===== config.mk =====
export PLATFORM = sky130hd
export DESIGN_NAME = ddr_frame_scheduler
export DESIGN_NICKNAME = d
export VERILOG_FILES = /design/src/rtl/ddr_frame_scheduler.sv
export SDC_FILE = /design/constraint.sdc
export NUM_CORES = 1
export LEC_CHECK = 0
export BUFFER_PORTS_ARGS = -buffer_cell sky130_fd_sc_hd__buf_4
export CAP_MARGIN = 15
export CORE_ASPECT_RATIO = 1.75
export CORE_UTILIZATION = 36
export DETAILED_ROUTE_END_ITERATION = 8
export SLEW_MARGIN = 20
export SYNTH_ARGS = -nofsm -noshare
export SYNTH_HDL_FRONTEND = slang
export SYNTH_SLANG_ARGS = --single-unit
export TNS_END_PERCENT = 5

===== constraint.sdc =====
create_clock -name clk -period 1.8 [get_ports clk]
set_clock_uncertainty 0.1 [all_clocks]
set_input_delay 0.27 -clock clk [delete_from_list [all_inputs] [get_ports clk]]
set_output_delay 0.27 -clock clk [all_outputs]
set_load 0.02 [all_outputs]

===== src/rtl/ddr_frame_scheduler.sv =====
// Burst scheduler between camera write FIFO and VGA read FIFO with triple frame buffering.
// Define READ_PRIORITY_EN to let reads always win contested grants instead of round-robin.
module ddr_frame_scheduler #(
  parameter int ADDR_W       = 25,
  parameter int BURST_LEN    = 64,
  parameter int FRAME_WORDS  = 393216,
  parameter int FRAME_STRIDE = 524288
) (
  input  logic              clk,
  input  logic              rst_n,
  input  logic              ddr_init_done,
  input  logic [15:0]       wr_fifo_level,
  input  logic [15:0]       rd_fifo_space,
  input  logic              vin_vs_pulse,
  input  logic              vout_vs_pulse,
  output logic              cmd_valid,
  input  logic              cmd_ready,
  output logic              cmd_write,
  output logic [ADDR_W-1:0] cmd_addr,
  output logic [7:0]        cmd_len,
  input  logic              burst_done,
  output logic [1:0]        wr_buf,
  output logic [1:0]        rd_buf,
  output logic              frame_write_done,
  output logic              frame_read_done
);

  localparam int CNT_W = $clog2(FRAME_WORDS + 1);
  localparam logic [CNT_W-1:0]  FRAME_CNT = CNT_W'(FRAME_WORDS);
  localparam logic [CNT_W-1:0]  BURST_CNT = CNT_W'(BURST_LEN);
  localparam logic [15:0]       BURST_LVL = 16'(BURST_LEN);
  localparam logic [ADDR_W-1:0] STRIDE    = ADDR_W'(FRAME_STRIDE);

  typedef enum logic [1:0] {IDLE, CMD, WAIT} state_t;

  state_t            state;
  state_t            state_next;
  logic [CNT_W-1:0]  wr_cnt;
  logic [CNT_W-1:0]  rd_cnt;
  logic [1:0]        last_done_buf;
  logic              frame_valid;
  logic              wr_active;
  logic              rd_active;
  logic              vin_pend;
  logic              vout_pend;
`ifndef READ_PRIORITY_EN
  logic              last_grant_wr;
`endif

  logic              wr_elig;
  logic              rd_elig;
  logic              grant_wr;
  logic              idle_ready;
  logic              do_grant;
  logic              burst_complete;
  logic [1:0]        rd_buf_new;
  logic [1:0]        wr_buf_free;
  logic [ADDR_W-1:0] grant_addr;

  assign cmd_len = 8'(BURST_LEN - 1);

  always_comb begin
    wr_elig    = wr_active && (wr_cnt < FRAME_CNT) && (wr_fifo_level >= BURST_LVL);
    rd_elig    = rd_active && (rd_cnt < FRAME_CNT) && (rd_fifo_space >= BURST_LVL);
`ifdef READ_PRIORITY_EN
    grant_wr   = wr_elig && !rd_elig;
`else
    grant_wr   = wr_elig && (!rd_elig || !last_grant_wr);
`endif
    idle_ready = (state == IDLE) && ddr_init_done;
    // Pending frame events take the whole IDLE cycle; the grant waits one cycle.
    do_grant   = idle_ready && !vin_pend && !vout_pend && (wr_elig || rd_elig);
    burst_complete = (state == WAIT) && burst_done;
    grant_addr = grant_wr ? (ADDR_W'(wr_buf) * STRIDE + ADDR_W'(wr_cnt))
                          : (ADDR_W'(rd_buf) * STRIDE + ADDR_W'(rd_cnt));
  end

  // New write buffer must avoid both the buffer about to be displayed and the last complete frame.
  always_comb begin
    rd_buf_new = (vout_pend && frame_valid) ? last_done_buf : rd_buf;
    if ((rd_buf_new != 2'd0) && (last_done_buf != 2'd0))
      wr_buf_free = 2'd0;
    else if ((rd_buf_new != 2'd1) && (last_done_buf != 2'd1))
      wr_buf_free = 2'd1;
    else
      wr_buf_free = 2'd2;
  end

  always_ff @(posedge clk) begin
    if (!rst_n)
      state <= IDLE;
    else
      state <= state_next;
  end

  always_comb begin
    state_next = state;
    case (state)
      IDLE:    if (do_grant)       state_next = CMD;
      CMD:     if (cmd_ready)      state_next = WAIT;
      WAIT:    if (burst_done)     state_next = IDLE;
      default:                     state_next = IDLE;
    endcase
  end

  always_comb begin
    cmd_valid = (state == CMD);
  end

  always_ff @(posedge clk) begin
    if (!rst_n) begin
      cmd_write        <= 1'b0;
      cmd_addr         <= '0;
      wr_buf           <= 2'd1;
      rd_buf           <= 2'd0;
      last_done_buf    <= 2'd0;
      frame_valid      <= 1'b0;
      wr_active        <= 1'b0;
      rd_active        <= 1'b0;
      wr_cnt           <= '0;
      rd_cnt           <= '0;
      vin_pend         <= 1'b0;
      vout_pend        <= 1'b0;
      frame_write_done <= 1'b0;
      frame_read_done  <= 1'b0;
`ifndef READ_PRIORITY_EN
      last_grant_wr    <= 1'b0;
`endif
    end else begin
      frame_write_done <= 1'b0;
      frame_read_done  <= 1'b0;
      vin_pend  <= (vin_pend  && !idle_ready) || (vin_vs_pulse  && ddr_init_done);
      vout_pend <= (vout_pend && !idle_ready) || (vout_vs_pulse && ddr_init_done);

      if (idle_ready) begin
        if (vout_pend && frame_valid) begin
          rd_buf    <= last_done_buf;
          rd_cnt    <= '0;
          rd_active <= 1'b1;
        end
        if (vin_pend) begin
          wr_buf    <= wr_buf_free;
          wr_cnt    <= '0;
          wr_active <= 1'b1;
        end
      end

      if (do_grant) begin
        cmd_write     <= grant_wr;
        cmd_addr      <= grant_addr;
`ifndef READ_PRIORITY_EN
        last_grant_wr <= grant_wr;
`endif
      end

      if (burst_complete) begin
        if (cmd_write) begin
          wr_cnt <= wr_cnt + BURST_CNT;
          if ((wr_cnt + BURST_CNT) == FRAME_CNT) begin
            frame_write_done <= 1'b1;
            last_done_buf    <= wr_buf;
            frame_valid      <= 1'b1;
          end
        end else begin
          rd_cnt <= rd_cnt + BURST_CNT;
          if ((rd_cnt + BURST_CNT) == FRAME_CNT)
            frame_read_done <= 1'b1;
        end
      end
    end
  end

endmodule


# After elaboration in Yosys (flattened, before gate mapping)

Cells that the tools add are included.
W data, S select, Z words.

Add/sub/neg operators: 4
Muxes and demuxes: 18
Reduce and logical (&&, ||, !) cells: 35
Eq/ne operators: 9
Bitwise logic cells: 2
Order comparisons: 4

Operators with widths:

| cell                    | number |
|---|---|
| $mux W19                | 8 |
| $add A21 B19 Y22        | 2 |
| $add A19 B7 Y19 const B | 2 |
| $eq A19 B19 Y1 const B  | 2 |
| $lt A19 B19 Y1 const B  | 2 |
| $ge A16 B7 Y1 const B   | 2 |
| $mux W22                | 1 |
| $logic_and A1 B1 Y1     | 17 |
| $mux W2                 | 6 |
| $reduce_and A3 Y1       | 3 |
| $ne A2 B1 Y1 const B    | 3 |
| $pmux W2 S3             | 1 |
| $logic_not A1 Y1        | 5 |
| $logic_or A1 B1 Y1      | 4 |
| $ne A2 B2 Y1 const B    | 2 |
| $reduce_and A2 Y1       | 2 |
| $reduce_bool A2 Y1      | 2 |
| $reduce_or A3 Y1        | 1 |
| $eq A2 B1 Y1 const B    | 1 |
| $eq A2 B2 Y1 const B    | 1 |
| $logic_not A2 Y1        | 1 |
| $mux W1                 | 2 |
| $not A1 Y1              | 2 |

Register bits after elaboration: 79
Word-level logic and storage cells: 87
Bits of input ports: 39

# Longest topological paths before layout

Gate-level depths: netlist of run 1.

Depth in word-level cells: 7
Depth in mapped cells: 8
Mapped depth without buffers: 7

# Worst setup path before layout of run 1

OpenSTA, ideal clock, no wires.

Kind: register to register
Start: register wr_cnt[6]
End: register last_done_buf[0]
Data required time: 1.629 ns
Data arrival time: 1.739 ns
Slack: -0.109 ns
Buffers on the path: 1
Stages on the path, launching flop included: 9
Period minus slack after synthesis: 1.909 ns
Path through: dfxtp_1 -> ha_1 -> and4_1 -> buf_2 -> a21o_1 -> a211oi_2 -> o211a_1 -> nand3_1 -> a21oi_1

Cells in the longest elaborated chain, start to end: 3

Ends and longest elaborated chain:

| what                               | line | RTL |
|---|---|---|
| start: declaration                 | 38   | `logic [CNT_W-1:0] wr_cnt;` |
| start signal: assignment           | 158  | `wr_cnt <= wr_cnt + BURST_CNT;` |
| $add A19 B7 Y19                    | 159  | `if ((wr_cnt + BURST_CNT) == FRAME_CNT) begin` |
| $eq A19 B19 Y1                     | 159  |  |
| $reduce_and A3 Y1 (no source line) | n/a  |  |
| end signal: assignment             | 161  | `last_done_buf <= wr_buf;` |
| end: declaration                   | 40   | `logic [1:0] last_done_buf;` |

No other way between the ends.
A chain may end at the register's enable or synchronous reset.

# Worst setup path in the final report of run 1

Start: register wr_cnt[1]
End: register last_done_buf[0]

Same word-level chain as after synthesis.

==> results of run 1 <==
-- Yosys cell counts, drive strengths merged (4+ instances only) --
cell type,n,area (um^2)
and3,16,101
nand3,17,90.1
and2,6,37.5
a31oi,4,25.0
nor4,12,120
nor2,41,154
or3,4,25.0
a21oi,59,295
inv,5,18.8
clkbuf,16,60.1
xnor2,5,43.8
nand4,4,25.0
nand2,27,101
buf,23,148
a22oi,5,37.5
o21ai,44,220
dfxtp,75,1500
mux2i,25,250
nor3,11,55.1
-- per-layer routing --
layer | GRT usage, % | vias to the layer above | part of all wire (%)
met4 | 11.2 | 0 | 3.3
met3 | 3.38 | 25 | 4.2
met5 | 0 | - | 0
met1 | 21.8 | 1672 | 39
li1 | - | 1751 | -
met2 | 35.3 | 100 | 53
-- critical path: stages (launching register included) --
cell and delay, ns:
dfxtp_2 0.32, or4_4 0.54, nor4_4 0.21, and4b_1 0.27, o211a_1 0.21, nand3_1 0.09, a21oi_1 0.14
-- power by group --
group          switching, W  leakage (nW)  internal (W)
clock              0.000683         0.124      0.000960
sequential        0.0000161         0.608       0.00168
combinational      0.000128          1.40      0.000100
total              0.000827          2.13       0.00274
-- final cells by class --
cell class / instances / area [um^2] / share of cell area (%)
tap: 125 / 156 / 3.21
timing repair buffer: 118 / 917 / 18.8
inverter: 6 / 22.5 / 0.462
clock inverter: 4 / 27.5 / 0.565
clock buffer: 11 / 243 / 4.98
sequential: 75 / 1510 / 31.0
multi-input combinational: 326 / 2000 / 41.0
-- flip-flops by register name (all words and copies together), names as in the netlist --
signal            cells
cmd_addr             21
frame_read_done       1
last_done_buf         2
wr_active             1
rd_buf                2
rd_cnt               19
last_grant_wr         1
vin_pend              1
rd_active             1
frame_valid           1
state                 2
vout_pend             1
wr_buf                2
frame_write_done      1
wr_cnt               19
-- worst max path at each step --
stage | end | slack, ns | cells after the start
2_1_floorplan | last_done_buf[0]$_SDFFE_PN0P_ | -0.002 | 8
3_3_place_gp | cmd_addr[12]$_SDFFE_PN0P_ | -0.30 | 11
3_5_place_dp | cmd_addr[12]$_SDFFE_PN0P_ | -0.30 | 11
4_1_cts | last_done_buf[0]$_SDFFE_PN0P_ | -0.15 | 6
5_1_grt | last_done_buf[0]$_SDFFE_PN0P_ | -0.22 | 6
6_report | last_done_buf[0]$_SDFFE_PN0P_ | -0.13 | 6
-- through the flow --
step	cell area, um^2	hold WS [ns]	std cells	setup TNS (ns)	util (%)
floorplan	3690	0.311	446	-0.00456	-
global placement	4530	0.372	650	-4.53	46.0
detailed placement	4530	0.376	650	-4.65	46.0
CTS	4820	0.0724	665	-0.377	48.9
global route	4870	0.0928	665	-1.45	49.5
finish	4870	0.0768	665	-0.292	49.5
-- what timing repair did --
item | in CTS | in global routing
endpoints found under the hold margin | 0 | 0
pin swaps | 3 | 4
endpoints found under the setup margin | 14 | 39
gates resized for setup | 5 | 19
gates cloned | 0 | 0
-- cell families (layout without fill, tap and decap cells) --
group / count (synthesis) / after routing / synth area share [%]
AND/OR/NAND/NOR: 154 / 154 / 23.2
adder cells (fa/ha/maj): 2 / 2 / 0.690
buffers and inverters: 45 / 139 / 6.35
XOR/XNOR: 6 / 6 / 1.45
multiplexers: 26 / 26 / 7.21
flip-flops: 75 / 75 / 41.4
other: 2 / 12 / 0.207
AO/OA/AOI/OAI: 126 / 126 / 19.5
==> results.sh, run 1 <==
export IMPL_status="complete, but fails checks"
export IMPL_violations="negative setup slack"
export IMPL_hold_depth=3
export IMPL_synth_edf_count=0
export IMPL_arrival_ns=2.10
export IMPL_dp_slack_ns=-0.300
export IMPL_slew_violations=0
export IMPL_floorplan_rows=48
export IMPL_clk_pin_slew_ns=0.06
export IMPL_ioPinCount=80
export IMPL_final_layout_size_suffix_gt1_share_pct=30.2
export IMPL_synth_async_reset_ratio_pct=0
export IMPL_cts_tree="built"
export IMPL_htree_levels=3
export IMPL_path_max_fanout=3
export IMPL_startpoint="wr_cnt[1]$_SDFFE_PN0P_"
export IMPL_max_cap_violations=0
export IMPL_seq_area_frac_synth_pct=41.4
export IMPL_yosysWarnings=0
export IMPL_clock_latency_ns=0.34
export IMPL_clk_path_buf_depth=2
export IMPL_clockRootBuffer="clkbuf_16"
export IMPL_path_class="flop to flop"
export IMPL_finalWorstSetupSlack_ns=-0.134
export IMPL_cts_buffers=9
export IMPL_vdd_ir_drop_max_v=0.000602
export IMPL_cp_end_kind="flop"
export IMPL_drc=0
export IMPL_cts_setup_buffers=0
export IMPL_nNetsFinal=577
export IMPL_grt_pass1_wl_mm=16.1
export IMPL_period_needed_ns=1.93
export IMPL_finalSetupViolations=4
export IMPL_chipWidth_um=77.9
export IMPL_drt_total_wl_mm=10.0
export IMPL_rrSetupSlack_ns=-0.13
export IMPL_grt_ovfl_total=0
export IMPL_route_detailed_vias_per_inst=5.34
export IMPL_grt_max_degree=41
export IMPL_postSynthCellCount=436
export IMPL_r2r_cells=6
export IMPL_holdCritPathClass="primary input to flop"
export IMPL_ys_types=50
export IMPL_coreArea_um2=9850
export IMPL_antenna_left=0
export IMPL_final_cell_mix="113 x buf_4, 69 x dfxtp_1, 58 x a21oi_1"
export IMPL_r2r_end="last_done_buf[0]$_SDFFE_PN0P_"
export IMPL_hold_end="state[1]$_SDFFE_PN0P_"
export IMPL_antenna_found_initial=0
export IMPL_startpoint_type="flop"
export IMPL_grt_pass1_vias=3395
export IMPL_grt_setup_unrepaired="yes"
export IMPL_worstReg2RegStart="wr_cnt[1]$_SDFFE_PN0P_"
export IMPL_dieArea_um2=10500
export IMPL_synthToLayoutAreaGrowth_pct=34.4
export IMPL_required_ns=1.97
export IMPL_ys_seq_elements=75
export IMPL_fmax_ghz=0.517
export IMPL_synthFlopType="dfxtp_1"
export IMPL_leakage_nw=2.13
export IMPL_first_iter_violations=144
export IMPL_mappedNetlistArea_um2=3630
export IMPL_cts_sinks=75
export IMPL_power_density_nw_per_um2=731
export IMPL_hold_violations=0
export IMPL_place_hpwl_mm=7.53
export IMPL_start_util_pct=36.8
export IMPL_worstHoldStart="cmd_ready"
export IMPL_wl_per_cell_um=15.1
export IMPL_fill_cells=987
export IMPL_diodes=0
export IMPL_io_buffers=55
export IMPL_cts_hold_buf=0
export IMPL_place_gp_congestion=0.837
export IMPL_syn_area_per_cell_um2=8.32
export IMPL_finalCritPeriodShare_pct=107
export IMPL_route_vias_total=3548
export IMPL_die_h_um=135
export IMPL_final_common_cell="buf_4"
export IMPL_grt_util_all_layers_pct=19.8
export IMPL_power_w=0.00356
export IMPL_drt_first_pass_iters=4
(Power assumes the default switching activity.)
==> inputs of run 2 (changes only) <==
PLACE_DENSITY_LB_ADDON = 0.12   (was default)
REMOVE_ABC_BUFFERS = 1   (was default)
==> results.sh, run 2 (synthesized netlist as in run 1, its figures left out) <==
export IMPL_fill_cells=968
export IMPL_slew_violations=0
export IMPL_antenna_left=0
export IMPL_start_util_pct=36.8
export IMPL_internal_power_w=0.00294
export IMPL_hold_violations=0
export IMPL_route_detailed_vias_per_inst=5.14
export IMPL_cp_end_kind="flop"
export IMPL_coreArea_um2=9850
export IMPL_final_layout_size_suffix_gt1_share_pct=33.9
export IMPL_cts_buffers=9
export IMPL_clk_pin_slew_ns=0.06
export IMPL_finalSetupViolations=2
export IMPL_power_w=0.00381
export IMPL_worstHoldStart="cmd_ready"
export IMPL_grt_max_degree=22
export IMPL_htree_levels=3
export IMPL_path_class="flop to flop"
export IMPL_dr_wl_met2_mm=5.54
export IMPL_status="complete, but fails checks"
export IMPL_clk_path_buf_depth=2
export IMPL_final_cell_area_um2=5130
export IMPL_final_core_util_pct=52.1
export IMPL_drc=0
export IMPL_floorplan_rows=48
export IMPL_r2r_cells=8
export IMPL_violations="negative setup slack"
export IMPL_p_sw_w=0.000875
export IMPL_dieArea_um2=10500
export IMPL_hold_depth=3
export IMPL_diodes=0
export IMPL_whs_ns=0.0654
export IMPL_largest_reg_flops=21
export IMPL_p_sw_share_pct=22.9
export IMPL_grt_ovfl_total=0
export IMPL_vdd_ir_drop_max_v=0.000442
export IMPL_wl_met1_mm=4.16
export IMPL_comb_power_share_pct=6.4
export IMPL_ioPinCount=80
export IMPL_place_hpwl_mm=7.91
export IMPL_startpoint_type="flop"
export IMPL_grt_setup_unrepaired="yes"
export IMPL_leakage_nw=2.28
export IMPL_holdCritPathClass="primary input to flop"
export IMPL_postPlaceCellArea_um2=4650
export IMPL_path_max_fanout=3
export IMPL_grt_pass1_wl_mm=16.8
export IMPL_final_common_cell="buf_4"
export IMPL_wl_per_cell_um=15.1
export IMPL_finalCritPeriodShare_pct=102
export IMPL_cts_hold_buf=0
export IMPL_hold_end="state[1]$_SDFFE_PN0P_"
export IMPL_worstReg2RegStart="wr_cnt[7]$_SDFF_PN0_"
export IMPL_largest_registers="cmd_addr x21, rd_cnt x19, wr_cnt x19"
export IMPL_drt_total_wl_mm=10.4
export IMPL_seq_power_share_pct=44.4
export IMPL_fmax_ghz=0.547
export IMPL_regMostFlops="cmd_addr"
export IMPL_period_needed_ns=1.83
export IMPL_maxUsedRoutingLayer="met4"
export IMPL_dp_slack_ns=-0.174
export IMPL_grt_util_all_layers_pct=21.0
export IMPL_r2r_end="last_done_buf[1]$_SDFFE_PN0P_"
export IMPL_grt_pass1_vias=3493
export IMPL_first_iter_violations=161
export IMPL_finalWorstSetupSlack_ns=-0.0277
export IMPL_io_buffers=55
export IMPL_arrival_ns=2.00
export IMPL_max_cap_violations=0
export IMPL_die_h_um=135
export IMPL_chipWidth_um=77.9
export IMPL_wl_met3_um=334
export IMPL_cts_sinks=75
export IMPL_drt_first_pass_iters=4
export IMPL_required_ns=1.98
export IMPL_p_clk_share_pct=49.3
export IMPL_synthToLayoutAreaGrowth_pct=41.5
export IMPL_cts_tree="built"
export IMPL_power_density_nw_per_um2=743
export IMPL_place_gp_congestion=0.901
export IMPL_nNetsFinal=596
export IMPL_clockRootBuffer="clkbuf_16"
export IMPL_antenna_found_initial=0
export IMPL_rrSetupSlack_ns=-0.03
export IMPL_route_vias_total=3518
export IMPL_clock_latency_ns=0.34
export IMPL_final_cell_mix="128 x buf_4, 69 x dfxtp_1, 57 x a21oi_1"
-- run 2: cell types whose count changed in the layout (fill, tap and decap cells not counted), moves of 2 or more --
cell     before  now
nor4_2        0    3
buf_6         3    7
nor4_1        9    6
nand2_2       3    1
nand2_1      24   26
buf_4       113  128
-- run 2: power by group through the flow --
stage               sequential, W  combinational (W)  clock [W]
floorplan                 0.00174          0.0000884          0
global placement          0.00173           0.000231          0
detailed placement        0.00173           0.000233          0
CTS                       0.00169           0.000236    0.00191
global route              0.00169           0.000262    0.00198
finish                    0.00169           0.000242    0.00188
-- run 2: per-layer routing --
metal	up-vias	GRT usage [%]
met3	24	3.99
met2	64	37.4
li1	1792	-
met4	0	12.1
met1	1638	22.9
met5	-	0
-- run 2: repair_timing --
action                     CTS  global route
resized for setup           16            23
pin swaps                   10             9
setup endpoints to repair   40            54
buffers inserted             2             0
-- run 2: worst max path at each step --
stage                                     to             startpoint  slack (ns)
2_1_floorplan     last_grant_wr$_SDFFE_PN0P_       rd_fifo_space[9]       -0.82
6_report       last_done_buf[1]$_SDFFE_PN0P_   wr_cnt[7]$_SDFF_PN0_       -0.03
3_5_place_dp   last_done_buf[0]$_SDFFE_PN0P_   wr_cnt[6]$_SDFF_PN0_       -0.17
4_1_cts           last_grant_wr$_SDFFE_PN0P_  rd_cnt[18]$_SDFF_PN0_       -0.05
3_3_place_gp      last_grant_wr$_SDFFE_PN0P_  rd_cnt[18]$_SDFF_PN0_       -0.14
5_1_grt        last_done_buf[1]$_SDFFE_PN0P_   wr_cnt[7]$_SDFF_PN0_       -0.16
-- run 2: final cells by class --
cell class	count	area (um^2)	share of cell area [%]
Inverter	6	22.5	0.439
Multi-Input combinational cell	326	2050	39.9
Sequential cell	75	1510	29.4
Tap cell	125	156	3.05
Clock inverter	5	61.3	1.19
Clock buffer	11	253	4.93
Timing Repair Buffer	137	1080	21.0
-- run 2: critical path: stages, from the launching register on --
cell      delay, ns
dfxtp_2        0.35
ha_4           0.16
buf_6          0.09
and3_4         0.18
nand4_1        0.13
a211oi_2       0.30
o211a_1        0.24
nand3_1        0.08
a21oi_1        0.12
-- run 2: per-stage QoR --
step / std cells / setup TNS, ns
6_report: 685 / -0.0492
5_1_grt: 685 / -1.49
4_1_cts: 685 / -0.188
3_5_place_dp: 667 / -3.51
3_3_place_gp: 667 / -2.35
2_1_floorplan: 407 / -15.16
